## src/rtl/alu_pkg.sv

```systemverilog
// Shared widths for the ALU integer datapath.
// The adder is split into NUM_BLK lookahead slices of CLA_BLK_W bits each.
package alu_pkg;

  localparam int WORD_W    = 32;
  localparam int CLA_BLK_W = 4;
  localparam int NUM_BLK   = WORD_W / CLA_BLK_W;

endpackage

```

## src/rtl/cla_4.sv

```systemverilog
// 4-bit carry-lookahead slice.
// Produces the sum bits plus group propagate/generate for the second lookahead level.
module cla_4
  import alu_pkg::*;
(
  input  logic [CLA_BLK_W-1:0] a,
  input  logic [CLA_BLK_W-1:0] b,
  input  logic                 c_in,
  output logic [CLA_BLK_W-1:0] s,
  output logic                 pg,
  output logic                 gg
);

  logic [CLA_BLK_W-1:0] p;
  logic [CLA_BLK_W-1:0] g;
  logic [CLA_BLK_W-1:0] c;

  assign p = a ^ b;
  assign g = a & b;

  // Every internal carry is a flat sum of products, with no ripple between bits.
  assign c[0] = c_in;
  assign c[1] = g[0] | (p[0] & c_in);
  assign c[2] = g[1] | (p[1] & g[0]) | (p[1] & p[0] & c_in);
  assign c[3] = g[2] | (p[2] & g[1]) | (p[2] & p[1] & g[0])
              | (p[2] & p[1] & p[0] & c_in);

  assign s  = p ^ c;
  assign pg = &p;
  assign gg = g[3] | (p[3] & g[2]) | (p[3] & p[2] & g[1])
            | (p[3] & p[2] & p[1] & g[0]);

endmodule

```

## src/rtl/adder_32.sv

```systemverilog
// 32-bit two-level carry-lookahead adder with a registered sum and carry out.
// Eight cla_4 slices feed a second-level lookahead that computes every slice carry directly.
module adder_32
  import alu_pkg::*;
(
  input  logic              clk,
  input  logic              rst,
  input  logic [WORD_W-1:0] a,
  input  logic [WORD_W-1:0] b,
  input  logic              c_in,
  output logic [WORD_W-1:0] s,
  output logic              c_out
);

  logic [NUM_BLK-1:0] blk_pg;
  logic [NUM_BLK-1:0] blk_gg;
  logic [NUM_BLK:0]   blk_c;
  logic [WORD_W-1:0]  sum;

  for (genvar i = 0; i < NUM_BLK; i++) begin : g_slice
    cla_4 u_cla (
      .a    (a[i*CLA_BLK_W +: CLA_BLK_W]),
      .b    (b[i*CLA_BLK_W +: CLA_BLK_W]),
      .c_in (blk_c[i]),
      .s    (sum[i*CLA_BLK_W +: CLA_BLK_W]),
      .pg   (blk_pg[i]),
      .gg   (blk_gg[i])
    );
  end

  // Slice carry i is the OR of each lower generate masked by the propagates above it,
  // plus c_in masked by all lower propagates, so no carry waits on another slice's carry.
  always_comb begin
    logic acc;
    logic term;
    blk_c    = '0;
    acc      = 1'b0;
    term     = 1'b0;
    blk_c[0] = c_in;
    for (int i = 1; i <= NUM_BLK; i++) begin
      term = c_in;
      for (int k = 0; k < i; k++) begin
        term = term & blk_pg[k];
      end
      acc = term;
      for (int j = 0; j < i; j++) begin
        term = blk_gg[j];
        for (int k = j + 1; k < i; k++) begin
          term = term & blk_pg[k];
        end
        acc = acc | term;
      end
      blk_c[i] = acc;
    end
  end

  always_ff @(posedge clk) begin
    if (rst) begin
      s     <= '0;
      c_out <= 1'b0;
    end else begin
      s     <= sum;
      c_out <= blk_c[NUM_BLK];
    end
  end

endmodule

```

## config.mk

```make
export PLATFORM = sky130hd
export DESIGN_NAME = adder_32
export DESIGN_NICKNAME = d
export VERILOG_FILES = /design/src/rtl/alu_pkg.sv /design/src/rtl/cla_4.sv /design/src/rtl/adder_32.sv
export SDC_FILE = /design/constraint.sdc
export NUM_CORES = 1
export LEC_CHECK = 0
export CAP_MARGIN = 25
export CORE_ASPECT_RATIO = 1.75
export CORE_MARGIN = 1.5
export CORE_UTILIZATION = 43
export CTS_CLUSTER_DIAMETER = 50
export DETAILED_ROUTE_END_ITERATION = 10
export PLACE_DENSITY = 0.9
export REMOVE_ABC_BUFFERS = 1
export SETUP_SLACK_MARGIN = 0.3
export SLEW_MARGIN = 20
export SYNTH_ARGS = -nofsm -noshare
export SYNTH_HDL_FRONTEND = slang
export SYNTH_SLANG_ARGS = --single-unit
```

## constraint.sdc

```tcl
create_clock -name clk -period 4.3 [get_ports clk]
set_clock_uncertainty 0.2 [all_clocks]
set_input_delay 0.86 -clock clk [delete_from_list [all_inputs] [get_ports clk]]
set_output_delay 0.86 -clock clk [all_outputs]
set_load 0.005 [all_outputs]
```

Word-level counts from Yosys, hierarchy flattened

Index checks and enable logic that the tools add are counted.

Logic and storage cells: 290
Bits of input ports: 67
Output and inout bits: 33
Flip-flop bits (word level): 33

Reductions and logical operators: 8
Bitwise operators: 280

Operators with widths:

| operator            | number |
|---|---|
| 1-bit bitwise AND   | 148 |
| 1-bit OR            | 108 |
| 4-bit XOR           | 16 |
| 4-bit bitwise AND   | 8 |
| 4-bit AND reduction | 8 |

Longest topological paths before layout

Gate-level depths: netlist of run 1.

Depth after elaboration: 21
Gate-level depth with buffers: 11
Gate-level depth less buffers: 11

Hierarchy

From an unflattened synthesis of run 1, not the netlist that was laid out.

Cell total of the unflattened synthesis: 263
Area total of the unflattened synthesis: 2456.1 um2

Modules (own cells, without submodules):

| module   | instances | area each (um2) | seq. area each (um2) | cells an instance |
|---|---|---|---|---|
| cla_4    | 8         | 182.7           | 0.0                  | 22 |
| adder_32 | 1         | 994.7           | 660.6                | 87 |

Worst setup path after synthesis of run 1

Ideal clock, no wire load.

Path kind: input-to-reg
Start: input port a[2]
End: register s[21]
Library setup time: 0.128 ns
Data required time: 3.972 ns
Cell stages on the path: 10
Setup slack: 0.969 ns
Buffers on the path: 0
Arrival: 3.003 ns
Path through: ha_1 -> a21o_1 -> a21oi_4 -> a211oi_4 -> o311ai_0 -> a31oi_1 -> a21o_1 -> fa_1 -> xnor2_1 -> nor2_1

Longest elaborated chain between the ends: 17
Elaborated cells on any way between the ends: 28
Those cells by class: 27 x bitwise; 1 x reduce/logical

Ends and longest elaborated chain:

| element                                               | RTL line                 | RTL |
|---|---|---|
| start: declaration                                    | adder_32.sv:8            | `input logic [WORD_W-1:0] a,` |
| 4-bit bitwise AND / 4-bit XOR (equally long branches) | cla_4.sv:19, cla_4.sv:18 |  |
| 1-bit bitwise AND (on tied branches)                  | cla_4.sv:30, cla_4.sv:31 |  |
| 1-bit OR, or another cell as far along                | cla_4.sv:30              | `assign gg = g[3] \| (p[3] & g[2]) \| (p[3] & p[2] & g[1])` |
| 1-bit OR / 1-bit bitwise AND (equally long branches)  | cla_4.sv:30, cla_4.sv:31 |  |
| 1-bit OR                                              | cla_4.sv:31              | `\| (p[3] & p[2] & p[1] & g[0]);` |
| 1-bit bitwise AND (4 in series)                       | adder_32.sv:49           | `term = term & blk_pg[k];` |
| 1-bit OR * (5 in series)                              | adder_32.sv:51           | `acc = acc \| term;` |
| 1-bit bitwise AND *                                   | cla_4.sv:23              | `assign c[1] = g[0] \| (p[0] & c_in);` |
| 1-bit OR *                                            | cla_4.sv:23              |  |
| 4-bit XOR *                                           | cla_4.sv:28              | `assign s = p ^ c;` |
| end signal: assignment                                | adder_32.sv:62           | `s <= sum;` |
| end: declaration                                      | adder_32.sv:11           | `output logic [WORD_W-1:0] s,` |

Every way passes the cells marked *; elsewhere a longest branch is shown, timed or not.
A chain may end at the register's enable or synchronous reset.

Final worst setup path of run 1

Start: input port a[13]
End: register s[21]

Longest elaborated chain between the ends: 12
Elaborated cells on any way between the ends: 25
Those cells by class: 24 x bitwise; 1 x reduce/logical

Ends and longest elaborated chain:

| element                                            | RTL line                       | RTL |
|---|---|---|
| 4-bit XOR                                          | cla_4.sv:18                    | `assign p = a ^ b;` |
| 4-bit AND reduction                                | cla_4.sv:29                    | `assign pg = &p;` |
| 1-bit bitwise AND (on tied branches) (2 in series) | adder_32.sv:43, adder_32.sv:49 |  |
| 1-bit OR (3 in series)                             | adder_32.sv:51                 |  |
| 1-bit OR * (2 in series)                           | adder_32.sv:51                 |  |
| 1-bit bitwise AND *                                | cla_4.sv:23                    |  |
| 1-bit OR *                                         | cla_4.sv:23                    |  |
| 4-bit XOR *                                        | cla_4.sv:28                    |  |

Marked as above.

==> results.md, run 1 <==
* Area grow syn2layout at 51.9%
* CTS Hold Bufs at 0
* Tightest Pin Transition at 1.03 ns
* Resize count post-CTS at 0
* Hold EP: s[0]
* Placed cell area at 3340 um2
* Gp weighted congestion at 0.747
* Final setup viols at 0
* Ys Warns at 0
* Hold_sp: c_in
* VDD IR max at 0.000181 V
* Max_cap viols at 0
* Final worst slack at 0.594 ns
* H-tree Lvls at 2
* Commonest cells after routing, fill and taps aside: 99 x clkdlybuf4s50_1, 33 x dfxtp_1, 32 x ha_1, 25 x nor2_1, 16 x a21oi_1
* Bufs on Longest Clock Path at 2
* Crit Path Max Fanout at 5
* GR Util All Layers at 19.7%
* Crit path DAT at 3.64 ns
* CP Launch Type: input port
* Pwr per Cell Area at 310 nW/um2
* Design Area, Final at 3470 um2
* Initial drt markers at 56
* FILL cells at 435
* Netlist cell types at 43
* Die area at 5780 um2
* # clock sinks at 33
* Mapped cell area at 2290 um2
* Async SR Flop Fraction at 0%
* Die Wd at 58.1 um
* DR vias at 2,142
* RSZ-0062 raised after global routing: no
* DR vias/cell at 5.30
* CP delay by family, top: compound AO/OA/AOI/OAI gates
* CP bufs+invs at 1
* Hold Path Cell Cnt at 4
* Most used cell, CP: a21o_1
* Rel. slew slack at 31.2%
* TritonCTS clock tree: yes
* Max incr delay on CP at 0.42 ns
* Outcome: finished with violations
* Final period demand of the worst path at 3.71 ns
* CP max-delay cell: o311ai_0
* Failing checks: DRC
* Number of global-route vias before repair at 2,200
* Drt pass-1 iters at 8
* Ys flop type: dfxtp_1
* WL/cell at 13.3 um
* IO Port Bufs at 99
* Initial antenna violation count at 0
* Clock-pin slew on the worst setup and hold paths at 0.07 ns
* Total grt overflow at 0
* Layout cell share with drive strength beyond 1 at 5.16%
* Initial Util at 43.9%
* CP Capture Type: flip-flop
* Max-slew violations at 0
* Upper clock frequency limit at 270 MHz
* Post-route setup TNS at 0 ns
* Root buf cell: clkbuf_8
* Crit-path cells: clkdlybuf4s50_1, ha_1, a21o_1, a21oi_1, o21bai_1, o311ai_0, a31oi_1, a21o_1, fa_1, xnor2_1, nor2_1
* Routed WL at 5390 um
* Commonest non-fill, non-tap cell in the layout: clkdlybuf4s50_1
* Core area at 5210 um2
* Critical path type: in -> reg
* Die height at 99.5 um
* DR DRC count at 6
* Final hold vios at 0
* Crit path required time at 4.24 ns
* Final nets at 455
* Post-Syn Instances at 245
* Antenna cell count at 0
* Pleak at 1.47 nW
* Worst slack at placement at 0.299 ns
* Final period util at 86.2%
* Fin cells at 404
* CTS Buf Count at 5
* Post-DP HPWL at 4460 um
* Number of enable flip-flop cells after synthesis at 0
* DRT antenna net count at 0
* Row cnt at 35
* Placed Cells at 396
* First-pass GRT wire length at 9040 um
* HP Class: in -> reg
* Largest net degree at the start of global routing at 27
* Syn avg cell area at 9.33 um2
* Setup Fix Bufs, Post-CTS at 0
* Post-synthesis sequential area ratio at 28.9%
* Count of state elements after synthesis at 33
* IO Pins at 100
[cell families after synthesis]
logic type / share of synthesized area, %
AND/OR/NAND/NOR: 17.8
multiplexers: 1.48
buffers and inverters: 2.30
flip-flops: 28.9
AO/OA/AOI/OAI: 20.0
XOR/XNOR: 4.98
adder cells (fa/ha/maj): 24.5
[sequential cells by signal, indices dropped and copies added (netlist names)]
signal and flops:
c_out 1, s 32
[area by class of cell]
cell class                 instances  area (um2)  area share [%]
clock buffer                       5        68.8            1.98
tap                               55        68.8            1.98
sequential                        33         661            19.0
inverter                          10        37.5            1.08
timing repair buffer             100         998            28.8
multi-input combinational        198        1570            45.3
clock inverter                     3        65.1            1.87
[tightest hold or removal path, stage by stage]
cell and delay, ns:
clkdlybuf4s50_1 0.42, inv_1 0.08, fa_1 0.15, nor2_1 0.04
[routing by layer]
| metal | share of wire [%] | wire (um) | vias to the layer above | global-route usage [%] |
|---|---|---|---|---|
| li1 | - | - | 1081 | - |
| met1 | 36 | 1930 | 980 | 19.5 |
| met2 | 56 | 3040 | 70 | 37.8 |
| met3 | 5.3 | 284 | 11 | 4.68 |
| met4 | 2.6 | 139 | 0 | 7.51 |
| met5 | 0 | 0 | - | 0 |
[synthesized netlist by cell type, drive strengths merged, types with 2 or more instances]
cell type | number | area [um2]
a21boi | 4 | 30.0
nor2 | 25 | 93.8
and3 | 2 | 12.5
xor2 | 3 | 26.3
o21bai | 4 | 33.8
inv | 10 | 37.5
xnor2 | 10 | 87.6
o22ai | 2 | 18.8
nand2 | 12 | 45.0
a211oi | 4 | 42.5
o31ai | 2 | 15.0
clkbuf | 3 | 11.3
nor2b | 11 | 68.8
a21oi | 17 | 96.4
nand4 | 4 | 25.0
a31oi | 3 | 18.8
nand2b | 3 | 18.8
o311ai | 2 | 17.5
ha | 32 | 400
o21ai | 8 | 40.0
a21o | 10 | 75.1
o21a | 5 | 37.5
nand3b | 2 | 15.0
mux2 | 3 | 33.8
dfxtp | 33 | 661
and2 | 3 | 18.8
fa | 8 | 160
nor3 | 10 | 50.1
[metrics by stage]
step	power, mW	hold slack [ns]	utilization (%)
2_1_floorplan	0.547	0.727	-
3_3_place_gp	0.723	1.36	64.1
3_5_place_dp	0.735	1.36	64.1
4_1_cts	1.08	1.12	66.6
5_1_grt	1.14	1.13	66.6
6_report	1.08	1.12	66.6
[power by group]
group	switching [mW]	internal, mW	total [mW]
clock	0.118	0.230	0.348
combinational	0.151	0.219	0.371
sequential	0.0101	0.346	0.356
total	0.279	0.796	1.08
[worst max-delay path by stage]
stage,startpoint,to,cells after the start
after CTS,a[0],s[21],11
after global placement,a[2],s[21],11
after detailed placement,a[0],s[21],11
final,a[13],s[21],11
after global routing,a[5],s[21],11
after floorplan,a[2],s[21],10
Power figures use the tool's default switching activity.
==> run 2, diff against run 1 <==
CORE_UTILIZATION = 44   (was 43)
CTS_BUF_LIST = sky130_fd_sc_hd__clkbuf_4 sky130_fd_sc_hd__clkbuf_8   (was default)
PLACE_DENSITY = 0.91   (was 0.9)
==> run 2 against run 1 <==
Against the previous run:
- the run now ends clean
- sequential power is essentially flat
- final area decreased by 0.97%
- global-route usage increased by 1.3 points
- critical path depth down 1
- combinational power about the same
- non-clock buffer count unchanged
- worst setup slack improved by 0.10 ns
- via count rose by 0.56%
- clock power fell by 24%
- sequential share of layout area up 0.19 points
- largest power group unchanged
- highest routed layer unchanged
==> results.md, run 2 (synthesis results as in run 1) <==
* Layout cell share with drive strength beyond 1 at 5.16% (unchanged)
* DR DRC count at 0 (was 6)
* Crit Path Max Fanout at 5 (unchanged)
* Setup Fix Bufs, Post-CTS at 0 (unchanged)
* Final hold vios at 0 (unchanged)
* # clock sinks at 33 (unchanged)
* Die height at 98.4 um (was 99.5 um)
* Clock-pin slew on the worst setup and hold paths at 0.08 ns (was 0.07 ns)
* WL/cell at 13.8 um (was 13.3 um)
* Commonest cells after routing, fill and taps aside: 99 x clkdlybuf4s50_1, 33 x dfxtp_1, 32 x ha_1, 25 x nor2_1, 16 x a21oi_1 (unchanged)
* Outcome: completed (was finished with violations)
* Total grt overflow at 0 (unchanged)
* Bufs on Longest Clock Path at 2 (unchanged)
* DR vias at 2,154 (was 2,142)
* Largest regs: s: 32 flops, c_out: 1 flops (unchanged)
* Crit path DAT at 3.55 ns (was 3.64 ns)
* Antenna cell count at 0 (unchanged)
* Rel. slew slack at 44.2% (was 31.2%)
* Routed WL at 5580 um (was 5390 um)
* Initial drt markers at 38 (was 56)
* Row cnt at 34 (was 35)
* DRT antenna net count at 0 (unchanged)
* GR Util All Layers at 21.0% (was 19.7%)
* DR vias/cell at 5.34 (was 5.30)
* Critical path type: in -> reg (unchanged)
* CP Capture Type: flip-flop (unchanged)
* Max reg flops at 32 (unchanged)
* CTS Buf Count at 5 (unchanged)
* Hold_sp: b[31] (was c_in)
* H-tree Lvls at 2 (unchanged)
* Final setup viols at 0 (unchanged)
* RSZ-0062 raised after global routing: no (unchanged)
* Final nets at 455 (unchanged)
* Core area at 4980 um2 (was 5210 um2)
* VDD IR max at 0.000208 V (was 0.000181 V)
* Post-DP HPWL at 4660 um (was 4460 um)
* Max-slew violations at 0 (unchanged)
* Area grow syn2layout at 50.4% (was 51.9%)
* Root buf cell: clkbuf_8 (unchanged)
* Hold Path Cell Cnt at 4 (unchanged)
* Commonest non-fill, non-tap cell in the layout: clkdlybuf4s50_1 (unchanged)
* Resize count post-CTS at 0 (unchanged)
* IO Port Bufs at 99 (unchanged)
* Die area at 5650 um2 (was 5780 um2)
* Post-route setup TNS at 0 ns (unchanged)
* Upper clock frequency limit at 278 MHz (was 270 MHz)
* IO Pins at 100 (unchanged)
* Max_cap viols at 0 (unchanged)
* Worst slack at placement at 0.270 ns (was 0.299 ns)
* Die Wd at 57.5 um (was 58.1 um)
* Final worst slack at 0.697 ns (was 0.594 ns)
* Largest net degree at the start of global routing at 22 (was 27)
* Tightest Pin Transition at 0.835 ns (was 1.03 ns)
* CP Launch Type: input port (unchanged)
* Top reg by flops: s (unchanged)
* Crit path required time at 4.25 ns (was 4.24 ns)
* First-pass GRT wire length at 9360 um (was 9040 um)
* Final period util at 83.8% (was 86.2%)
* Pwr per Cell Area at 289 nW/um2 (was 310 nW/um2)
* Final period demand of the worst path at 3.60 ns (was 3.71 ns)
* CTS Hold Bufs at 0 (unchanged)
* Initial Util at 45.9% (was 43.9%)
* Hold EP: c_out (was s[0])
* Initial antenna violation count at 0 (unchanged)
* Drt pass-1 iters at 4 (was 8)
* Gp weighted congestion at 0.803 (was 0.747)
* TritonCTS clock tree: yes (unchanged)
* Pleak at 1.46 nW (was 1.47 nW)
* HP Class: in -> reg (unchanged)
* Number of global-route vias before repair at 2,246 (was 2,200)
* FILL cells at 394 (was 435)
## run 2: per-stage QoR
step | std cells | util (%) | hold slack, ns | total power, mW | area (um2)
floorplan | 241 | - | 0.727 | 0.547 | 2270
global placement | 395 | 67.0 | 1.36 | 0.727 | 3340
detailed placement | 395 | 67.0 | 1.36 | 0.737 | 3340
CTS | 403 | 69.1 | 1.09 | 1.00 | 3440
global route | 403 | 69.1 | 1.13 | 1.05 | 3440
finish | 403 | 69.1 | 1.10 | 0.994 | 3440
## run 2: worst max-delay path, stage by stage
cell and delay, ns:
clkdlybuf4s50_1 0.41, ha_1 0.37, nand4_1 0.19, or2_1 0.33, a211oi_4 0.25, o311ai_1 0.17, a31oi_1 0.26, a21o_1 0.18
fa_1 0.41, nor2b_1 0.13
## run 2: how the worst max path moves through the flow
stage / start / end / depth (start not counted)
final: b[13] / s[20] / 10
after global routing: a[7] / s[21] / 11
after CTS: a[0] / s[21] / 11
after detailed placement: a[0] / s[21] / 11
after global placement: a[13] / s[21] / 11
after floorplan: a[2] / s[21] / 10
## run 2: layout make-up
type	instances	area, um2	area share (%)
Clock inverter	1	5.00	0.146
Sequential cell	33	661	19.2
Timing Repair Buffer	100	998	29.0
Inverter	10	37.5	1.09
Clock buffer	7	96.3	2.80
Multi-Input combinational cell	198	1570	45.7
Tap cell	54	67.6	1.97
## run 2: power breakdown
group	leakage [nW]	internal, mW	total [mW]	switching, mW
sequential	0.275	0.346	0.356	0.00982
combinational	1.13	0.219	0.373	0.155
clock	0.0542	0.145	0.265	0.120
## run 2: routing by layer
layer,vias to the layer above,part of all wire (%),global-route usage [%]
li1,1077,-,-
met1,981,33,19.5
met2,82,57,40.7
met3,14,7.5,5.56
met4,0,2.9,8.94
met5,-,0,0
